===== src/rtl/peak_serializer.sv =====
// Frame FIFO + framed 32-bit word stream for per-band peak lists (A5 header, then peak words).
// Optional macro PEAK_SKIP_ZERO_EN: zero-amplitude peaks are left out of the stream and of N.
module peak_serializer #(
  parameter int PEAKS      = 6,
  parameter int AMPL_WIDTH = 16,
  parameter int FREQ_WIDTH = 9,
  parameter int TIME_WIDTH = 16,
  parameter int DEPTH      = 4
) (
  input  logic                        CLOCK_50,
  input  logic                        reset,
  input  logic                        frame_valid,
  input  logic [PEAKS*AMPL_WIDTH-1:0] amplitudes_in,
  input  logic [PEAKS*FREQ_WIDTH-1:0] freqs_in,
  input  logic [TIME_WIDTH-1:0]       counter_in,
  output logic [31:0]                 word_out,
  output logic                        word_valid,
  input  logic                        word_ready,
  output logic                        word_last,
  output logic [$clog2(DEPTH):0]      fifo_level,
  output logic [7:0]                  drop_count
);
  localparam int PW = $clog2(DEPTH);
  localparam int LW = PW + 1;
  localparam int IW = (PEAKS > 1) ? $clog2(PEAKS) : 1;

  typedef enum logic [1:0] {IDLE, HEADER, PEAK} state_t;

  logic [PEAKS*AMPL_WIDTH-1:0] amp_mem  [DEPTH];
  logic [PEAKS*FREQ_WIDTH-1:0] freq_mem [DEPTH];
  logic [TIME_WIDTH-1:0]       time_mem [DEPTH];

  logic                        fv_q_reg;
  logic [PW-1:0]               wr_ptr_reg, rd_ptr_reg;
  logic [LW-1:0]               level_reg;
  logic [7:0]                  drop_reg;
  state_t                      state_reg;
  logic [IW-1:0]               idx_reg;
  logic [PEAKS*AMPL_WIDTH-1:0] out_amp_reg;
  logic [PEAKS*FREQ_WIDTH-1:0] out_freq_reg;

  logic                        capture, handshake, pop, push, full;
  logic [PEAKS*AMPL_WIDTH-1:0] head_amps;
  logic [PEAKS-1:0]            head_mask, cur_mask, later_any;
  logic [7:0]                  head_count;
  logic [IW-1:0]               first_idx, next_idx;
  logic [31:0]                 header_word, first_word, next_word;

  assign capture    = frame_valid & ~fv_q_reg;
  assign handshake  = word_valid & word_ready;
  assign pop        = handshake & word_last;
  assign full       = (level_reg == LW'(DEPTH));
  assign push       = capture & (~full | pop);
  assign head_amps  = amp_mem[rd_ptr_reg];
  assign fifo_level = level_reg;
  assign drop_count = drop_reg;

  function automatic logic [31:0] make_peak(input logic [AMPL_WIDTH-1:0] a,
                                            input logic [FREQ_WIDTH-1:0] f);
    make_peak = '0;
    make_peak[AMPL_WIDTH-1:0] = a;
    make_peak[AMPL_WIDTH +: FREQ_WIDTH] = f;
  endfunction

  // cur_mask marks peaks of the frame in the output stage that will be emitted;
  // later_any[i] says whether any emitted peak follows index i.
  generate
    for (genvar gi = 0; gi < PEAKS; gi++) begin : g_mask
`ifdef PEAK_SKIP_ZERO_EN
      assign head_mask[gi] = |head_amps[gi*AMPL_WIDTH +: AMPL_WIDTH];
      assign cur_mask[gi]  = |out_amp_reg[gi*AMPL_WIDTH +: AMPL_WIDTH];
`else
      assign head_mask[gi] = 1'b1;
      assign cur_mask[gi]  = 1'b1;
`endif
      if (gi == PEAKS-1) begin : g_top
        assign later_any[gi] = 1'b0;
      end else begin : g_mid
        assign later_any[gi] = |cur_mask[PEAKS-1:gi+1];
      end
    end
  endgenerate

  always_comb begin
    head_count = '0;
    first_idx  = '0;
    next_idx   = idx_reg;
    for (int k = 0; k < PEAKS; k++)
      head_count = head_count + 8'(head_mask[k]);
    for (int k = PEAKS-1; k >= 0; k--) begin
      if (cur_mask[k]) first_idx = IW'(k);
      if (cur_mask[k] && (IW'(k) > idx_reg)) next_idx = IW'(k);
    end
    header_word = 32'(time_mem[rd_ptr_reg]);
    header_word[31:16] = {8'hA5, head_count};
    first_word = make_peak(out_amp_reg[first_idx*AMPL_WIDTH +: AMPL_WIDTH],
                           out_freq_reg[first_idx*FREQ_WIDTH +: FREQ_WIDTH]);
    next_word  = make_peak(out_amp_reg[next_idx*AMPL_WIDTH +: AMPL_WIDTH],
                           out_freq_reg[next_idx*FREQ_WIDTH +: FREQ_WIDTH]);
  end

  // Storage has no reset; the pointers alone define what is buffered.
  always_ff @(posedge CLOCK_50) begin
    if (push) begin
      amp_mem[wr_ptr_reg]  <= amplitudes_in;
      freq_mem[wr_ptr_reg] <= freqs_in;
      time_mem[wr_ptr_reg] <= counter_in;
    end
  end

  always_ff @(posedge CLOCK_50) begin
    if (reset) begin
      fv_q_reg   <= 1'b0;
      wr_ptr_reg <= '0;
      rd_ptr_reg <= '0;
      level_reg  <= '0;
      drop_reg   <= '0;
    end else begin
      fv_q_reg <= frame_valid;
      if (push) wr_ptr_reg <= wr_ptr_reg + 1'b1;
      if (pop)  rd_ptr_reg <= rd_ptr_reg + 1'b1;
      if (push && !pop)      level_reg <= level_reg + 1'b1;
      else if (pop && !push) level_reg <= level_reg - 1'b1;
      if (capture && full && !pop && drop_reg != 8'hFF) drop_reg <= drop_reg + 8'd1;
    end
  end

  always_ff @(posedge CLOCK_50) begin
    if (reset) begin
      state_reg  <= IDLE;
      word_valid <= 1'b0;
      word_out   <= '0;
      word_last  <= 1'b0;
      idx_reg    <= '0;
    end else begin
      case (state_reg)
        IDLE: begin
          if (level_reg != '0) begin
            state_reg    <= HEADER;
            out_amp_reg  <= head_amps;
            out_freq_reg <= freq_mem[rd_ptr_reg];
            word_out     <= header_word;
            word_valid   <= 1'b1;
            word_last    <= (head_count == 8'd0);
          end
        end
        HEADER: begin
          if (handshake) begin
            if (word_last) begin
              state_reg  <= IDLE;
              word_valid <= 1'b0;
            end else begin
              state_reg <= PEAK;
              idx_reg   <= first_idx;
              word_out  <= first_word;
              word_last <= ~later_any[first_idx];
            end
          end
        end
        PEAK: begin
          if (handshake) begin
            if (word_last) begin
              state_reg  <= IDLE;
              word_valid <= 1'b0;
            end else begin
              idx_reg   <= next_idx;
              word_out  <= next_word;
              word_last <= ~later_any[next_idx];
            end
          end
        end
        default: state_reg <= IDLE;
      endcase
    end
  end
endmodule


===== config.mk =====
export PLATFORM = sky130hd
export DESIGN_NAME = peak_serializer
export DESIGN_NICKNAME = d
export VERILOG_FILES = /design/src/rtl/peak_serializer.sv
export SDC_FILE = /design/constraint.sdc
export NUM_CORES = 1
export LEC_CHECK = 0
export BUFFER_PORTS_ARGS = -buffer_cell sky130_fd_sc_hd__buf_2
export CELL_PAD_IN_SITES_DETAIL_PLACEMENT = 1
export CELL_PAD_IN_SITES_GLOBAL_PLACEMENT = 1
export CORE_MARGIN = 3
export CORE_UTILIZATION = 35
export DETAILED_ROUTE_END_ITERATION = 8
export HOLD_SLACK_MARGIN = 0.1
export PLACE_DENSITY_LB_ADDON = 0.1
export REMOVE_ABC_BUFFERS = 1
export SLEW_MARGIN = 5
export SYNTH_ARGS = -nofsm -noshare
export SYNTH_HDL_FRONTEND = slang
export SYNTH_SLANG_ARGS = --single-unit
export TNS_END_PERCENT = 100

===== constraint.sdc =====
create_clock -name CLOCK_50 -period 13.4 [get_ports CLOCK_50]
set_input_delay 1.34 -clock CLOCK_50 [delete_from_list [all_inputs] [get_ports CLOCK_50]]
set_output_delay 1.34 -clock CLOCK_50 [all_outputs]
set_load 0.01 [all_outputs]

[Word-level counts from Yosys, hierarchy flattened]
Memory sizes are Yosys's and may differ from the RTL's. A register that Yosys moved wholly into a read port is not among the register bits.
Index checks and enable logic that the tools add are counted.
W data, S select, Z words.
Word-level totals
  flip-flop bits (word level): 55
  bits in writable memories: 664
  memory bits (read-only): 8
  input port bits: 170
  output and inout port bits: 45
  word-level logic and storage cells: 110
  memories kept: 4
Cells by class
  add/sub/neg operators: 5
  $mul: 1
  $lt $le $gt $ge: 7
  equal/unequal tests: 12
  shifts and indexed selects: 2
  mux-type cells: 40
  bitwise gates (word level): 9
  reductions and logical operators: 20
Memory list
  amp_mem: depth 4, width 96, read ports 1, clocked after Yosys merged registers in 1, wr ports 1, RTL line 29  | logic [PEAKS*AMPL_WIDTH-1:0] amp_mem [DEPTH];
  freq_mem: depth 4, width 54, read ports 1, clocked after Yosys merged registers in 1, wr ports 1, RTL line 30  | logic [PEAKS*FREQ_WIDTH-1:0] freq_mem [DEPTH];
  time_mem: depth 4, width 16, read ports 1, clocked after Yosys merged registers in 1, wr ports 1, RTL line 31  | logic [TIME_WIDTH-1:0] time_mem [DEPTH];
  (no name shown): depth 8, width 1, read ports 1, clocked after Yosys merged registers in 0, wr ports 0, RTL line 168  | word_last <= ~later_any[next_idx];
Operators by type and width (number)
  $mux W32: 5
  $pmux W32 S3: 1
  $shiftx A96 B8 Y16: 1
  $shiftx A54 B8 Y9: 1
  $mux W3: 12
  $mux W2: 7
  $ne A2 B2 Y1 const B: 6
  $reduce_and A4 Y1: 3
  $mux W1: 11
  $add A8 B1 Y8 const B: 1
  $ne A8 B8 Y1 const B: 1
  $mul A3 B4 Y7 const B: 1
  $gt A1 B3 Y1 const A: 2
  $gt A2 B3 Y1 const A: 2
  $gt A3 B3 Y1 const A: 2
  $pmux W2 S3: 1
  $pmux W3 S2: 1
  $reduce_and A6 Y1: 1
  $reduce_bool A2 Y1: 3
  $reduce_bool A3 Y1: 2
  $logic_and A1 B1 Y1: 5
  $reduce_and A5 Y1: 1
  $add A2 B1 Y2 const B: 2
  $and A1 B1 Y1: 4
  15 further kinds: 20

[Logic depth before layout (Yosys ltp)]
  depth after elaboration: 13
  depth in mapped cells: 10
  gate-level depth less buffers: 8

[Least setup slack after synthesis]
No wires, ideal clock.
  path type: input -> register
  start point: in reset
  end point: reg out_amp_reg[0] (read register of amp_mem) (enable)
  arrival time: 12.460 ns
  required time: 12.526 ns
  slack: 0.066 ns
  stages on the path: 2
  buffers on the path: 1
  cell sequence: clkbuf_1 -> nor3b_1
On the way
  cells in the longest elaborated chain, start to end: 2
RTL lines
  start: declaration: RTL line 11  | input logic reset,
  $not A1 Y1 (no source line)
  $reduce_and A3 Y1 (no source line)
  end: declaration: RTL line 39  | logic [PEAKS*AMPL_WIDTH-1:0] out_amp_reg;
Every way passes these cells.
A chain may end at the register's enable or synchronous reset.

[Final worst setup path]
  start point: in word_ready
  end point: mem time_mem[2][10] (enable)
On the way
  cells in the longest elaborated chain, start to end: 6
RTL lines
  start: declaration: RTL line 18  | input logic word_ready,
  $and A1 B1 Y1: RTL line 50  | assign handshake = word_valid & word_ready;
  $and A1 B1 Y1: RTL line 51  | assign pop = handshake & word_last;
  $or A1 B1 Y1: RTL line 53  | assign push = capture & (~full | pop);
  $and A1 B1 Y1: RTL line 53
  named net push: RTL line 42  | logic capture, handshake, pop, push, full;
  $mux W1: RTL line 104  | if (push) begin
  $mux W1 (implied by the code): RTL line 107  | time_mem[wr_ptr_reg] <= counter_in;
  end: declaration: RTL line 31
The timed path passes the listed nets, and every way through them passes these cells.

==> metrics <==
status=finished clean; HPWL after detailed placement=approximately 44000 µm; Global Route Usage Sum=16.6%; FF+latch count, synth=~870; sequential share of power=50.7%; hold path start=out_freq_reg[0]; final hold violations=0; worst clock skew=0.0247 ns; row cnt=109; HP Class=reg2reg; final net count=1903; Worst setup EP type=register; Switching Fraction=23.8%; initial cell density of the core=35.6%; Detailed Route Iter0 Violations=1175; data arrival time of the critical path=4.54 ns; sum of routed wire length over all layers=~78000 µm; R2R cell count=5; number of buffers inserted by port buffering=210; post-detailed-route DRC marker count=0; buffer depth of the longest clock path=3; leakage power total=approximately 12 nW; proportion of register bits with asynchronous set or reset after synthesis=0%; via density per instance=5.16; CP max stage delay=between 0.8 and 0.9 ns; sequential area share after synthesis=80.0%; maximum fanout count along the critical path=53; relative slew slack=25.2%; number of flops mapped to enable cells by yosys=roughly 810; Setup CP Type=in2reg; summed instance area of the synthesized netlist=between 30000 and 40000 µm²; most used flip-flop cell after synthesis=edfxtp_1; Placeable Area=89300 µm²; CP max-delay cell=buf_4; Remaining Overflow, GRT=0; largest net degree at the start of global routing=~150; proportion of netlist area held by the largest area contributor=76.8%; most used standard cells in the synthesized netlist=814 x edfxtp_1, 150 x mux4_2, 51 x dfxtp_1; proportion of power drawn by combinational gates=9.8%; routed length per instance=26.3 µm; highest attainable clock frequency=~230 MHz; clock tree from TritonCTS=built; clock period minus final worst setup slack=~4.3 ns; antenna violations before repair=23; via count of the first global-routing pass=16800; cell types occupying the most area after synthesis=edfxtp_1 77%, mux4_2 11%, dfxtp_1 3.2%; endpoint of the worst-slack reg-to-reg timing path=time_mem[2][10]; number of buffers added for setup after CTS=0; cell type with the highest occurrence count on the critical path=buf_4; CTS-repair resized insts=0; Post-Layout Cell Count=approximately 3000; Chip Width=308 µm; clock network fraction of design power=39.5%; synthesis warning total=0; aggregate negative setup slack=0 ns; floorplan die height=308 µm; Clk pin slew, worst setup/hold paths=roughly 0.06 ns; cell count after synthesis=1475; Mapped Avg Cell Area=21.6 µm²; Placed Instances=about 2800; Buffers & Inverters on Critical Path=3; design internal power=4.93 mW; transition time of the tightest slew-check pin=around 1.1 ns; Hold EP=word_out[16]; type of element launching the critical path=input port; worst hold stages=2; number of top-level pins=215; gate family responsible for the most delay along the worst path=buffers and inverters; share of cells above drive strength 1=30.6%; max-slew violation total from the final report=0; net switching power=1.54 mW; count of H-tree levels built during CTS=3; power density over cell area=174 nW/µm²; r2r setup slk=9.43 ns; origin of the critical flop-to-flop path=word_valid; number of flip-flops in the largest register=384; Pre-antenna DRT Iters=5; share of the clock period used by the worst path=32.1%; clock root buffer master=clkbuf_16; detailed-route via count=~15000; global-route wire length before repair=114000 µm; top-count cell post-synth=edfxtp_1; setup repair after global routing missed its margin=no; synth unique cells=55; Peak supply drop=0.102 mV; required time of the critical path=about 14 ns; hold buffers post-CTS=0; total clock sinks=865; clock latency reported for the late side of the worst-skew pair=0.64 ns; DIE AREA=94600 µm²; final setup violation count=0; max-capacitance violation count=0; Critical Path, Cell by Cell=buf_2 -> nand3_1 -> a21oi_2 -> and2_4 -> buf_4 -> buf_4; cell taking the most area after synthesis=edfxtp_1; area added between synthesis and finish=17.1%; final weighted congestion in routability-driven placement=about 0.7; Detail Route Antenna Nets=0; worst hold-check slack=slightly below 0.5 ns; Inserted Clock Buffers=94
-- layer usage --
layer	track usage (%)	vias up	routed length [µm]
met1	22.3	8189	34500
met2	28.1	326	38900
met4	4.56	6	1640
met5	0	-	43
met3	2.69	126	3160
li1	-	6673	-
-- cell type report --
type                            instances  area, µm²
Timing Repair Buffer                  236       1260
Clock buffer                          128       2590
Inverter                               11       42.5
Tap cell                             1165       1460
Sequential cell                       865      25500
Clock inverter                         46        462
Antenna cell                            6       15.0
Multi-Input combinational cell        514       5950
Fill cell                            8405      52100
-- how the worst max path moves through the flow --
stage,from,endpoint,slack (ns),depth (start not counted)
after floorplan,reset,out_amp_reg[0],0.30,1
after global placement,word_ready,time_mem[0][11],8.40,6
after detailed placement,word_ready,amp_mem[0][90],8.36,6
after CTS,word_ready,amp_mem[0][90],9.03,6
after global routing,word_ready,amp_mem[0][26],8.89,6
final,word_ready,time_mem[2][10],9.10,6
-- power by group through the flow --
| stage | Sequential [mW] | Combinational, mW | Clock [mW] |
|---|---|---|---|
| 6_report | 3.28 | 0.631 | 2.56 |
| 3_3_place_gp | 3.33 | 0.641 | 0 |
| 5_1_grt | 3.30 | 0.704 | 2.74 |
| 3_5_place_dp | 3.34 | 0.652 | 0 |
| 4_1_cts | 3.29 | 0.654 | 2.63 |
| 2_1_floorplan | 3.37 | 0.333 | 0 |
-- stage by stage --
stage	util, %	setup slack [ns]	power [mW]	area, µm²
6_report	41.7	9.10	6.47	37300
5_1_grt	41.7	8.89	6.75	37200
4_1_cts	41.7	9.03	6.57	37200
3_5_place_dp	38.3	8.36	3.99	34200
3_3_place_gp	38.3	8.40	3.97	34200
2_1_floorplan	-	0.302	3.71	31400
-- worst reg2reg max path, cell delays in order (launching register included) --
cell and delay [ns]:
dfxtp_1 0.48, nand3_1 0.27, a21oi_2 0.46, and2_4 0.72, buf_4 0.75, buf_4 0.86
-- logic make-up (layout without fill, tap and decap cells) --
kind of cell    count (synthesis)  after routing  synth area share [%]
flops                         865            865                  80.0
mux                           192            192                  12.0
compound gates                176            176                  3.87
simple gates                  119            119                  1.91
buf+inv                        99            421                  1.46
xor+xnor                       12             12                 0.330
fa+ha+maj                      11             11                 0.456
other cells                     1             10                0.0118
-- layout by cell type, fill, tap and decap left out, drive strengths merged, types with 2 or more instances in the layout --
| master | count |
|---|---|
| o21ai | 44 |
| nand2b | 4 |
| a221oi | 16 |
| nor3 | 22 |
| a211oi | 22 |
| o221ai | 23 |
| nor2b | 3 |
| buf | 236 |
| nor3b | 2 |
| nand3 | 5 |
| or3 | 3 |
| diode | 6 |
| o22a | 2 |
| o22ai | 26 |
| and2 | 4 |
| conb | 4 |
| mux2i | 34 |
| a22oi | 7 |
| nor4 | 3 |
| a21oi | 13 |
| inv | 12 |
| xor2 | 4 |
| clkinv | 35 |
| a22o | 16 |
| ha | 10 |
| clkbuf | 128 |
| nor2 | 27 |
| nand4 | 5 |
| mux2 | 8 |
| nand2 | 33 |
| mux4 | 150 |
| dfxtp | 51 |
| bufinv | 9 |
| xnor2 | 8 |
| edfxtp | 814 |
| nand3b | 3 |
| o21a | 2 |
Power figures use the tool's default switching activity.
